File: src/rtl/mips_mem_pkg.sv
// Shared definitions for the MIPS MEM-stage load/store unit.
// Holds the opcode encodings, response error codes, the FSM state encoding
// and small opcode-classification helpers.
package mips_mem_pkg;

    localparam int unsigned OPCODE_W = 6;
    localparam int unsigned ERR_W    = 2;

    localparam logic [OPCODE_W-1:0] OP_LB  = 6'h20;
    localparam logic [OPCODE_W-1:0] OP_LH  = 6'h21;
    localparam logic [OPCODE_W-1:0] OP_LW  = 6'h23;
    localparam logic [OPCODE_W-1:0] OP_LBU = 6'h24;
    localparam logic [OPCODE_W-1:0] OP_LHU = 6'h25;
    localparam logic [OPCODE_W-1:0] OP_SB  = 6'h28;
    localparam logic [OPCODE_W-1:0] OP_SH  = 6'h29;
    localparam logic [OPCODE_W-1:0] OP_SW  = 6'h2B;

    localparam logic [ERR_W-1:0] ERR_NONE    = 2'd0;
    localparam logic [ERR_W-1:0] ERR_ALIGN   = 2'd1;
    localparam logic [ERR_W-1:0] ERR_ILLEGAL = 2'd2;
    localparam logic [ERR_W-1:0] ERR_TIMEOUT = 2'd3;

    typedef enum logic [1:0] {
        ST_IDLE = 2'd0,
        ST_BUS  = 2'd1,
        ST_RESP = 2'd2
    } mau_state_e;

    // True for the five load opcodes.
    function automatic logic op_is_load(input logic [OPCODE_W-1:0] op);
        logic r;
        case (op)
            OP_LB, OP_LH, OP_LW, OP_LBU, OP_LHU: r = 1'b1;
            default:                             r = 1'b0;
        endcase
        return r;
    endfunction

    // True for the three store opcodes.
    function automatic logic op_is_store(input logic [OPCODE_W-1:0] op);
        logic r;
        case (op)
            OP_SB, OP_SH, OP_SW: r = 1'b1;
            default:             r = 1'b0;
        endcase
        return r;
    endfunction

    // Halfword-sized accesses.
    function automatic logic op_is_half(input logic [OPCODE_W-1:0] op);
        logic r;
        case (op)
            OP_LH, OP_LHU, OP_SH: r = 1'b1;
            default:              r = 1'b0;
        endcase
        return r;
    endfunction

    // Word-sized accesses.
    function automatic logic op_is_word(input logic [OPCODE_W-1:0] op);
        logic r;
        case (op)
            OP_LW, OP_SW: r = 1'b1;
            default:      r = 1'b0;
        endcase
        return r;
    endfunction

endpackage

File: src/rtl/lsu_lane_align.sv
// Combinational lane steering for the load/store unit.
//   opcode, addr_lo : access type and byte offset within the word
//   wdata           : raw store data (rt value)
//   rdata           : word read from memory
//   be_c            : byte enables (bit i covers bits [8i+7:8i])
//   wdata_c         : store data replicated onto the addressed lanes
//   load_c          : extracted and sign/zero-extended load data (0 for non-loads)
module lsu_lane_align
    import mips_mem_pkg::*;
(
    input  logic [OPCODE_W-1:0] opcode,
    input  logic [1:0]          addr_lo,
    input  logic [31:0]         wdata,
    input  logic [31:0]         rdata,
    output logic [3:0]          be_c,
    output logic [31:0]         wdata_c,
    output logic [31:0]         load_c
);

    logic [7:0]  byte_sel;
    logic [15:0] half_sel;

    // Lane selection from the read word.
    always_comb begin
        byte_sel = rdata[{addr_lo, 3'b000} +: 8];
        half_sel = addr_lo[1] ? rdata[31:16] : rdata[15:0];
    end

    // Byte enables, store replication and load extension.
    always_comb begin
        be_c    = 4'b1111;
        wdata_c = wdata;
        load_c  = '0;
        case (opcode)
            OP_SB: begin
                be_c    = 4'b0001 << addr_lo;
                wdata_c = {4{wdata[7:0]}};
            end
            OP_SH: begin
                be_c    = 4'b0011 << addr_lo;
                wdata_c = {2{wdata[15:0]}};
            end
            OP_LB:   load_c = {{24{byte_sel[7]}}, byte_sel};
            OP_LBU:  load_c = {24'h000000, byte_sel};
            OP_LH:   load_c = {{16{half_sel[15]}}, half_sel};
            OP_LHU:  load_c = {16'h0000, half_sel};
            OP_LW:   load_c = rdata;
            default: ;
        endcase
    end

endmodule

File: src/rtl/mem_access_unit.sv
// MIPS MEM-stage load/store controller driving the data-memory port.
//   req_*   : one decoded load/store from the pipeline (valid/ready)
//   mem_*   : read/write strobes, word address, byte enables, data, ack
//   resp_*  : extended load data, echoed rt tag and error code (valid/ready)
// One transaction is in flight at most: IDLE -> (BUS) -> RESP -> IDLE.
module mem_access_unit
    import mips_mem_pkg::*;
#(
    parameter int unsigned MEM_WORDS = 256,
    parameter int unsigned TIMEOUT   = 16
) (
    input  logic                clk,
    input  logic                rst_n,
    input  logic                req_valid,
    output logic                req_ready,
    input  logic [OPCODE_W-1:0] req_opcode,
    input  logic [31:0]         req_addr,
    input  logic [31:0]         req_wdata,
    input  logic [4:0]          req_rt,
    output logic                mem_read,
    output logic                mem_write,
    output logic [31:0]         mem_addr,
    output logic [31:0]         mem_wdata,
    output logic [3:0]          mem_be,
    input  logic                mem_ack,
    input  logic [31:0]         mem_rdata,
    output logic                resp_valid,
    input  logic                resp_ready,
    output logic [31:0]         resp_data,
    output logic [4:0]          resp_rt,
    output logic [ERR_W-1:0]    resp_err
);

    localparam int unsigned CNT_W = $clog2(TIMEOUT + 1);

    mau_state_e          state_q, state_d;
    logic [OPCODE_W-1:0] op_q, op_d;
    logic [1:0]          lane_q, lane_d;
    logic [CNT_W-1:0]    cnt_q, cnt_d;
    logic                mem_read_q, mem_read_d;
    logic                mem_write_q, mem_write_d;
    logic [31:0]         mem_addr_q, mem_addr_d;
    logic [31:0]         mem_wdata_q, mem_wdata_d;
    logic [3:0]          mem_be_q, mem_be_d;
    logic                resp_valid_q, resp_valid_d;
    logic [31:0]         resp_data_q, resp_data_d;
    logic [4:0]          resp_rt_q, resp_rt_d;
    logic [ERR_W-1:0]    resp_err_q, resp_err_d;

    logic [ERR_W-1:0]    req_err_c;
    logic [OPCODE_W-1:0] al_op_c;
    logic [1:0]          al_lane_c;
    logic [3:0]          al_be_c;
    logic [31:0]         al_wdata_c;
    logic [31:0]         al_load_c;

    assign req_ready = (state_q == ST_IDLE);

    // In IDLE the aligner works on the incoming request; afterwards on the latched one.
    assign al_op_c   = (state_q == ST_IDLE) ? req_opcode     : op_q;
    assign al_lane_c = (state_q == ST_IDLE) ? req_addr[1:0]  : lane_q;

    lsu_lane_align u_align (
        .opcode  (al_op_c),
        .addr_lo (al_lane_c),
        .wdata   (req_wdata),
        .rdata   (mem_rdata),
        .be_c    (al_be_c),
        .wdata_c (al_wdata_c),
        .load_c  (al_load_c)
    );

    // Request screening: illegal opcode, then alignment, then range.
    always_comb begin
        req_err_c = ERR_NONE;
        if (!op_is_load(req_opcode) && !op_is_store(req_opcode)) begin
            req_err_c = ERR_ILLEGAL;
        end else if ((op_is_half(req_opcode) && req_addr[0]) ||
                     (op_is_word(req_opcode) && (req_addr[1:0] != 2'b00))) begin
            req_err_c = ERR_ALIGN;
        end else if ({2'b00, req_addr[31:2]} >= 32'(MEM_WORDS)) begin
            req_err_c = ERR_ILLEGAL;
        end
    end

    // Next-state and output logic.
    always_comb begin
        state_d      = state_q;
        op_d         = op_q;
        lane_d       = lane_q;
        cnt_d        = cnt_q;
        mem_read_d   = mem_read_q;
        mem_write_d  = mem_write_q;
        mem_addr_d   = mem_addr_q;
        mem_wdata_d  = mem_wdata_q;
        mem_be_d     = mem_be_q;
        resp_valid_d = resp_valid_q;
        resp_data_d  = resp_data_q;
        resp_rt_d    = resp_rt_q;
        resp_err_d   = resp_err_q;

        case (state_q)
            ST_IDLE: begin
                if (req_valid) begin
                    op_d      = req_opcode;
                    lane_d    = req_addr[1:0];
                    resp_rt_d = req_rt;
                    cnt_d     = '0;
                    if (req_err_c != ERR_NONE) begin
                        resp_valid_d = 1'b1;
                        resp_err_d   = req_err_c;
                        resp_data_d  = '0;
                        state_d      = ST_RESP;
                    end else begin
                        mem_read_d  = op_is_load(req_opcode);
                        mem_write_d = op_is_store(req_opcode);
                        mem_addr_d  = {2'b00, req_addr[31:2]};
                        mem_be_d    = al_be_c;
                        mem_wdata_d = al_wdata_c;
                        state_d     = ST_BUS;
                    end
                end
            end
            ST_BUS: begin
                // Ack takes priority over a timeout expiring in the same cycle.
                if (mem_ack) begin
                    mem_read_d   = 1'b0;
                    mem_write_d  = 1'b0;
                    resp_valid_d = 1'b1;
                    resp_err_d   = ERR_NONE;
                    resp_data_d  = op_is_load(op_q) ? al_load_c : '0;
                    state_d      = ST_RESP;
                end else if (cnt_q == CNT_W'(TIMEOUT - 1)) begin
                    mem_read_d   = 1'b0;
                    mem_write_d  = 1'b0;
                    resp_valid_d = 1'b1;
                    resp_err_d   = ERR_TIMEOUT;
                    resp_data_d  = '0;
                    state_d      = ST_RESP;
                end else begin
                    cnt_d = cnt_q + CNT_W'(1);
                end
            end
            ST_RESP: begin
                if (resp_ready) begin
                    resp_valid_d = 1'b0;
                    state_d      = ST_IDLE;
                end
            end
            default: state_d = ST_IDLE;
        endcase
    end

    // State and output registers.
    always_ff @(posedge clk or negedge rst_n) begin
        if (!rst_n) begin
            state_q      <= ST_IDLE;
            op_q         <= '0;
            lane_q       <= '0;
            cnt_q        <= '0;
            mem_read_q   <= 1'b0;
            mem_write_q  <= 1'b0;
            mem_addr_q   <= '0;
            mem_wdata_q  <= '0;
            mem_be_q     <= '0;
            resp_valid_q <= 1'b0;
            resp_data_q  <= '0;
            resp_rt_q    <= '0;
            resp_err_q   <= ERR_NONE;
        end else begin
            state_q      <= state_d;
            op_q         <= op_d;
            lane_q       <= lane_d;
            cnt_q        <= cnt_d;
            mem_read_q   <= mem_read_d;
            mem_write_q  <= mem_write_d;
            mem_addr_q   <= mem_addr_d;
            mem_wdata_q  <= mem_wdata_d;
            mem_be_q     <= mem_be_d;
            resp_valid_q <= resp_valid_d;
            resp_data_q  <= resp_data_d;
            resp_rt_q    <= resp_rt_d;
            resp_err_q   <= resp_err_d;
        end
    end

    assign mem_read   = mem_read_q;
    assign mem_write  = mem_write_q;
    assign mem_addr   = mem_addr_q;
    assign mem_wdata  = mem_wdata_q;
    assign mem_be     = mem_be_q;
    assign resp_valid = resp_valid_q;
    assign resp_data  = resp_data_q;
    assign resp_rt    = resp_rt_q;
    assign resp_err   = resp_err_q;

endmodule

File: config.mk
export PLATFORM = sky130hd
export DESIGN_NAME = mem_access_unit
export DESIGN_NICKNAME = d
export VERILOG_FILES = /design/src/rtl/mips_mem_pkg.sv /design/src/rtl/lsu_lane_align.sv /design/src/rtl/mem_access_unit.sv
export SDC_FILE = /design/constraint.sdc
export NUM_CORES = 1
export LEC_CHECK = 0
export BUFFER_PORTS_ARGS = -buffer_cell sky130_fd_sc_hd__buf_2
export CORE_MARGIN = 8
export CORE_UTILIZATION = 46
export CTS_BUF_LIST = sky130_fd_sc_hd__clkbuf_2 sky130_fd_sc_hd__clkbuf_4 sky130_fd_sc_hd__clkbuf_8
export DETAILED_ROUTE_END_ITERATION = 8
export PLACE_DENSITY = 0.84
export REMOVE_ABC_BUFFERS = 1
export SLEW_MARGIN = 20
export SYNTH_ARGS = -nofsm -noshare
export SYNTH_HDL_FRONTEND = slang
export SYNTH_SLANG_ARGS = --single-unit
File: constraint.sdc
create_clock -name clk -period 2.25 [get_ports clk]
set_input_delay 0 -clock clk [delete_from_list [all_inputs] [get_ports clk]]
set_output_delay 0 -clock clk [all_outputs]
set_load 0.01 [all_outputs]
==> impl_metrics.py <==
metrics = {
    "power": {
        "intPower_w": 0.00408,
        "clockPowerShare_pct": 41.3,
        "netSwitchingFraction_pct": 26.4,
        "power.density_nw_per_um2": 657,
        "peakVddDrop_uv": 537,
        "switchingPower_w": 0.00147,
        "p_comb_share_pct": 16.8,
        "seqPwrFrac_pct": 42.0,
        "leakage_nw": 4.46,
    },
    "timing": {
        "setup-violations-final": 0,
        "worstMarginPinSlew_ns": 0.566,
        "clock.fmax_ghz": 0.462,
        "max_slew_margin_pct": 62.3,
        "fin_setup_tns_ns": 0,
        "fin_skew_ns": 0.0105,
        "min_period_over_period_pct": 96.2,
        "slew_violations": 0,
        "hold_viol": 0,
        "setup_ws_ns": 0.0850,
        "holdWs_ns": 0.100,
        "layout_min_cycle_time_ns": 2.16,
    },
    "critical_path": {
        "max_stage_delay_ns": 0.43,
        "crit_required_ns": 2.56,
        "path_class": "flop to flop",
        "critPathLaunchType": "flop",
        "endpoint_kind": "flop",
        "crit_buf_inv": 2,
        "crit_chain": "or2_4 > buf_4 > mux2i_1 > nand2_1 > mux2i_1 > and3_1 > buf_12 > a221o_1",
        "slowest_stage": "dfrtp_1",
        "cp_max_fo": 16,
        "crit_top_cell": "mux2i_1",
        "path_delay_family": "simple AND/OR/NAND/NOR gates",
        "arrival_ns": 2.48,
    },
    "clocking": {
        "cts_tree": "yes",
        "clockBufferDepth": 2,
        "clk_latency_ns": 0.44,
        "cts_root_buf": "clkbuf_8",
        "cts_num_sinks": 123,
        "h-tree-depth": 4,
        "cts.clk_slew.worst_paths_ns": 0.08,
        "cts_inserted_buffers": 17,
    },
    "placed_design": {
        "hpwl_um": 13000,
        "preCtsSetupSlack_ns": 0.00729,
        "port_buffers": 220,
        "gp_congestion": 0.896,
        "dpl_cell_area_um2": 7060,
    },
    "die": {
        "initial_core_util_pct": 47.1,
        "die_w_um": 127,
        "row_count": 40,
        "die_h_um": 127,
        "die_area_um2": 16200,
        "pin_count": 223,
        "core_um2": 12100,
    },
    "logic_synthesis": {
        "synthTopCellsByArea": "dfrtp_1 54%, mux2_2 6.1%, mux2i_1 5.1%",
        "synth.most_common_cell": "dfrtp_1",
        "synth.distinct_cells": 55,
        "netlist_area_um2": 5680,
        "synth_top_area_cell": "dfrtp_1",
        "synth.top_cell.area_share_pct": 54.2,
        "post_synth.cell_area_avg_um2": 11.0,
        "ys_ff_latch": 123,
        "synth_top_cells_by_count": "123 x dfrtp_1, 76 x nand2_1, 52 x o21ai_0",
        "syn_inst": 516,
        "synth_flop_cell": "dfrtp_1",
        "async_flop_share_pct": 100,
        "synth_edf_count": 0,
        "yosysWarnings": 0,
        "seq_area_frac_synth_pct": 54.2,
    },
    "grt": {
        "antenna_found_initial": 1,
        "grt_pass1_vias": 6001,
        "grt_overflow_total": 0,
        "grt_pass1_wl_um": 31000,
        "grt_max_degree": 88,
        "grt_usage_pct": 24.1,
    },
    "cells_and_area": {
        "drive_above_1_share_pct": 38.5,
        "ff_latch_area_um2": 3080,
        "utilization_pct": 70.0,
        "fillers": 838,
        "multi_input_area_um2": 2410,
        "area_growth_pct": 48.6,
        "final_area_um2": 8450,
        "num-nets-final": 952,
    },
    "route": {
        "first_pass_iters": 5,
        "vias_per_cell": 5.48,
        "vias": 5598,
        "detail_route.wirelength_um": 19500,
        "wl_per_cell_um": 19.1,
        "ant_nets": 0,
        "drtIter0Drc": 456,
        "drc": 0,
    },
    "hold_path": {
        "min_path_type": "input pin to asynchronous set/reset pin",
    },
    "run": {
        "drv_cap": 0,
    },
    "run_status": {
        "status": "completed",
    },
}
[cell families after synthesis]
family	Yosys count	synth area share, %
DFF	123	54.2
muxes	61	11.5
xor gates and xnor gates	2	0.308
adders and majority gates	2	0.440
other	1	0.0660
buffers and inverters	39	3.94
and+or+nand+nor	169	15.2
AOI/OAI and AO/OA	119	14.4
[layout by cell type (no fill, tap or decap), drive strengths merged, types with 3 or more instances in the layout]
| cell type | synthesis | layout |
|---|---|---|
| a2bb2oi | 6 | 6 |
| a211oi | 4 | 4 |
| or4 | 3 | 3 |
| o21ai | 56 | 56 |
| and3 | 3 | 3 |
| bufinv | 0 | 5 |
| nand3 | 9 | 9 |
| dlygate4sd3 | 0 | 88 |
| a221o | 22 | 22 |
| clkbuf | 12 | 18 |
| nor4 | 6 | 6 |
| mux2 | 32 | 32 |
| nor2b | 5 | 5 |
| nand4 | 6 | 6 |
| mux2i | 29 | 29 |
| buf | 22 | 248 |
| a221oi | 9 | 9 |
| nand2 | 79 | 79 |
| nor2 | 18 | 18 |
| clkinv | 0 | 6 |
| and2 | 24 | 24 |
| inv | 5 | 6 |
| a21oi | 10 | 10 |
| dfrtp | 123 | 123 |
| nor3 | 4 | 4 |
[metrics by stage]
step	std cells	total power, W
5_1_grt	1020	0.00578
3_5_place_dp	898	0.00314
2_1_floorplan	483	0.00274
4_1_cts	1018	0.00556
6_report	1021	0.00555
3_3_place_gp	898	0.00311
[registers in the layout, summed over array words and instances, names as in the netlist, 2 cells and up]
register and flops:
mem_wdata 32, resp_data 32, mem_addr 30, op_q 6, cnt_q 5, resp_rt 5
mem_be 4, lane_q 2, resp_err 2, state_q 2
[metal layers]
layer / GRT usage, % / wire (um) / vias to the layer above
li1: - / - / 2513
met1: 26.7 / 7400 / 2717
met2: 40.3 / 9770 / 297
met3: 8.44 / 1550 / 71
met4: 12.6 / 788 / 0
met5: 0 / 0 / -
[final timing paths]
check | depth (start not counted) | start | slack, ns | end
setup / recovery | 8 | state_q[0] | 0.09 | resp_data[27]
hold / removal | 2 | rst_n | 0.10 | mem_addr[10]
setup reg to reg | 8 | state_q[0] | 0.09 | resp_data[27]
hold reg to reg | 2 | mem_be[3] | 0.48 | mem_be[3]
max in group asynchronous | 3 | rst_n | 1.45 | resp_rt[3]
min in group clk | 4 | req_valid | 0.13 | resp_valid
[timing repair]
item                       CTS  global route
hold buffers                88             0
setup endpoints to repair    3            13
pin swaps                    0             3
setup buffers                0             1
resized for setup            1            10
hold endpoints to repair   134             0
[power by group through the flow]
| stage | sequential [W] | combinational, W | clock [W] |
|---|---|---|---|
| 5_1_grt | 0.00233 | 0.00101 | 0.00243 |
| 3_5_place_dp | 0.00237 | 0.000773 | 0 |
| 2_1_floorplan | 0.00237 | 0.000371 | 0 |
| 4_1_cts | 0.00232 | 0.000898 | 0.00233 |
| 3_3_place_gp | 0.00236 | 0.000745 | 0 |
| 6_report | 0.00233 | 0.000930 | 0.00229 |
[layout make-up]
type                    instances  area share, %
flip-flops and latches        123           36.4
inverters                       5          0.222
repair buffers                336           26.7
diodes                          2         0.0593
multi-input cells             355           28.5
clock buffers                  18           2.93
well taps                     168           2.49
clock inverters                14           2.59
No activity file was read; power rests on OpenSTA's default activity.
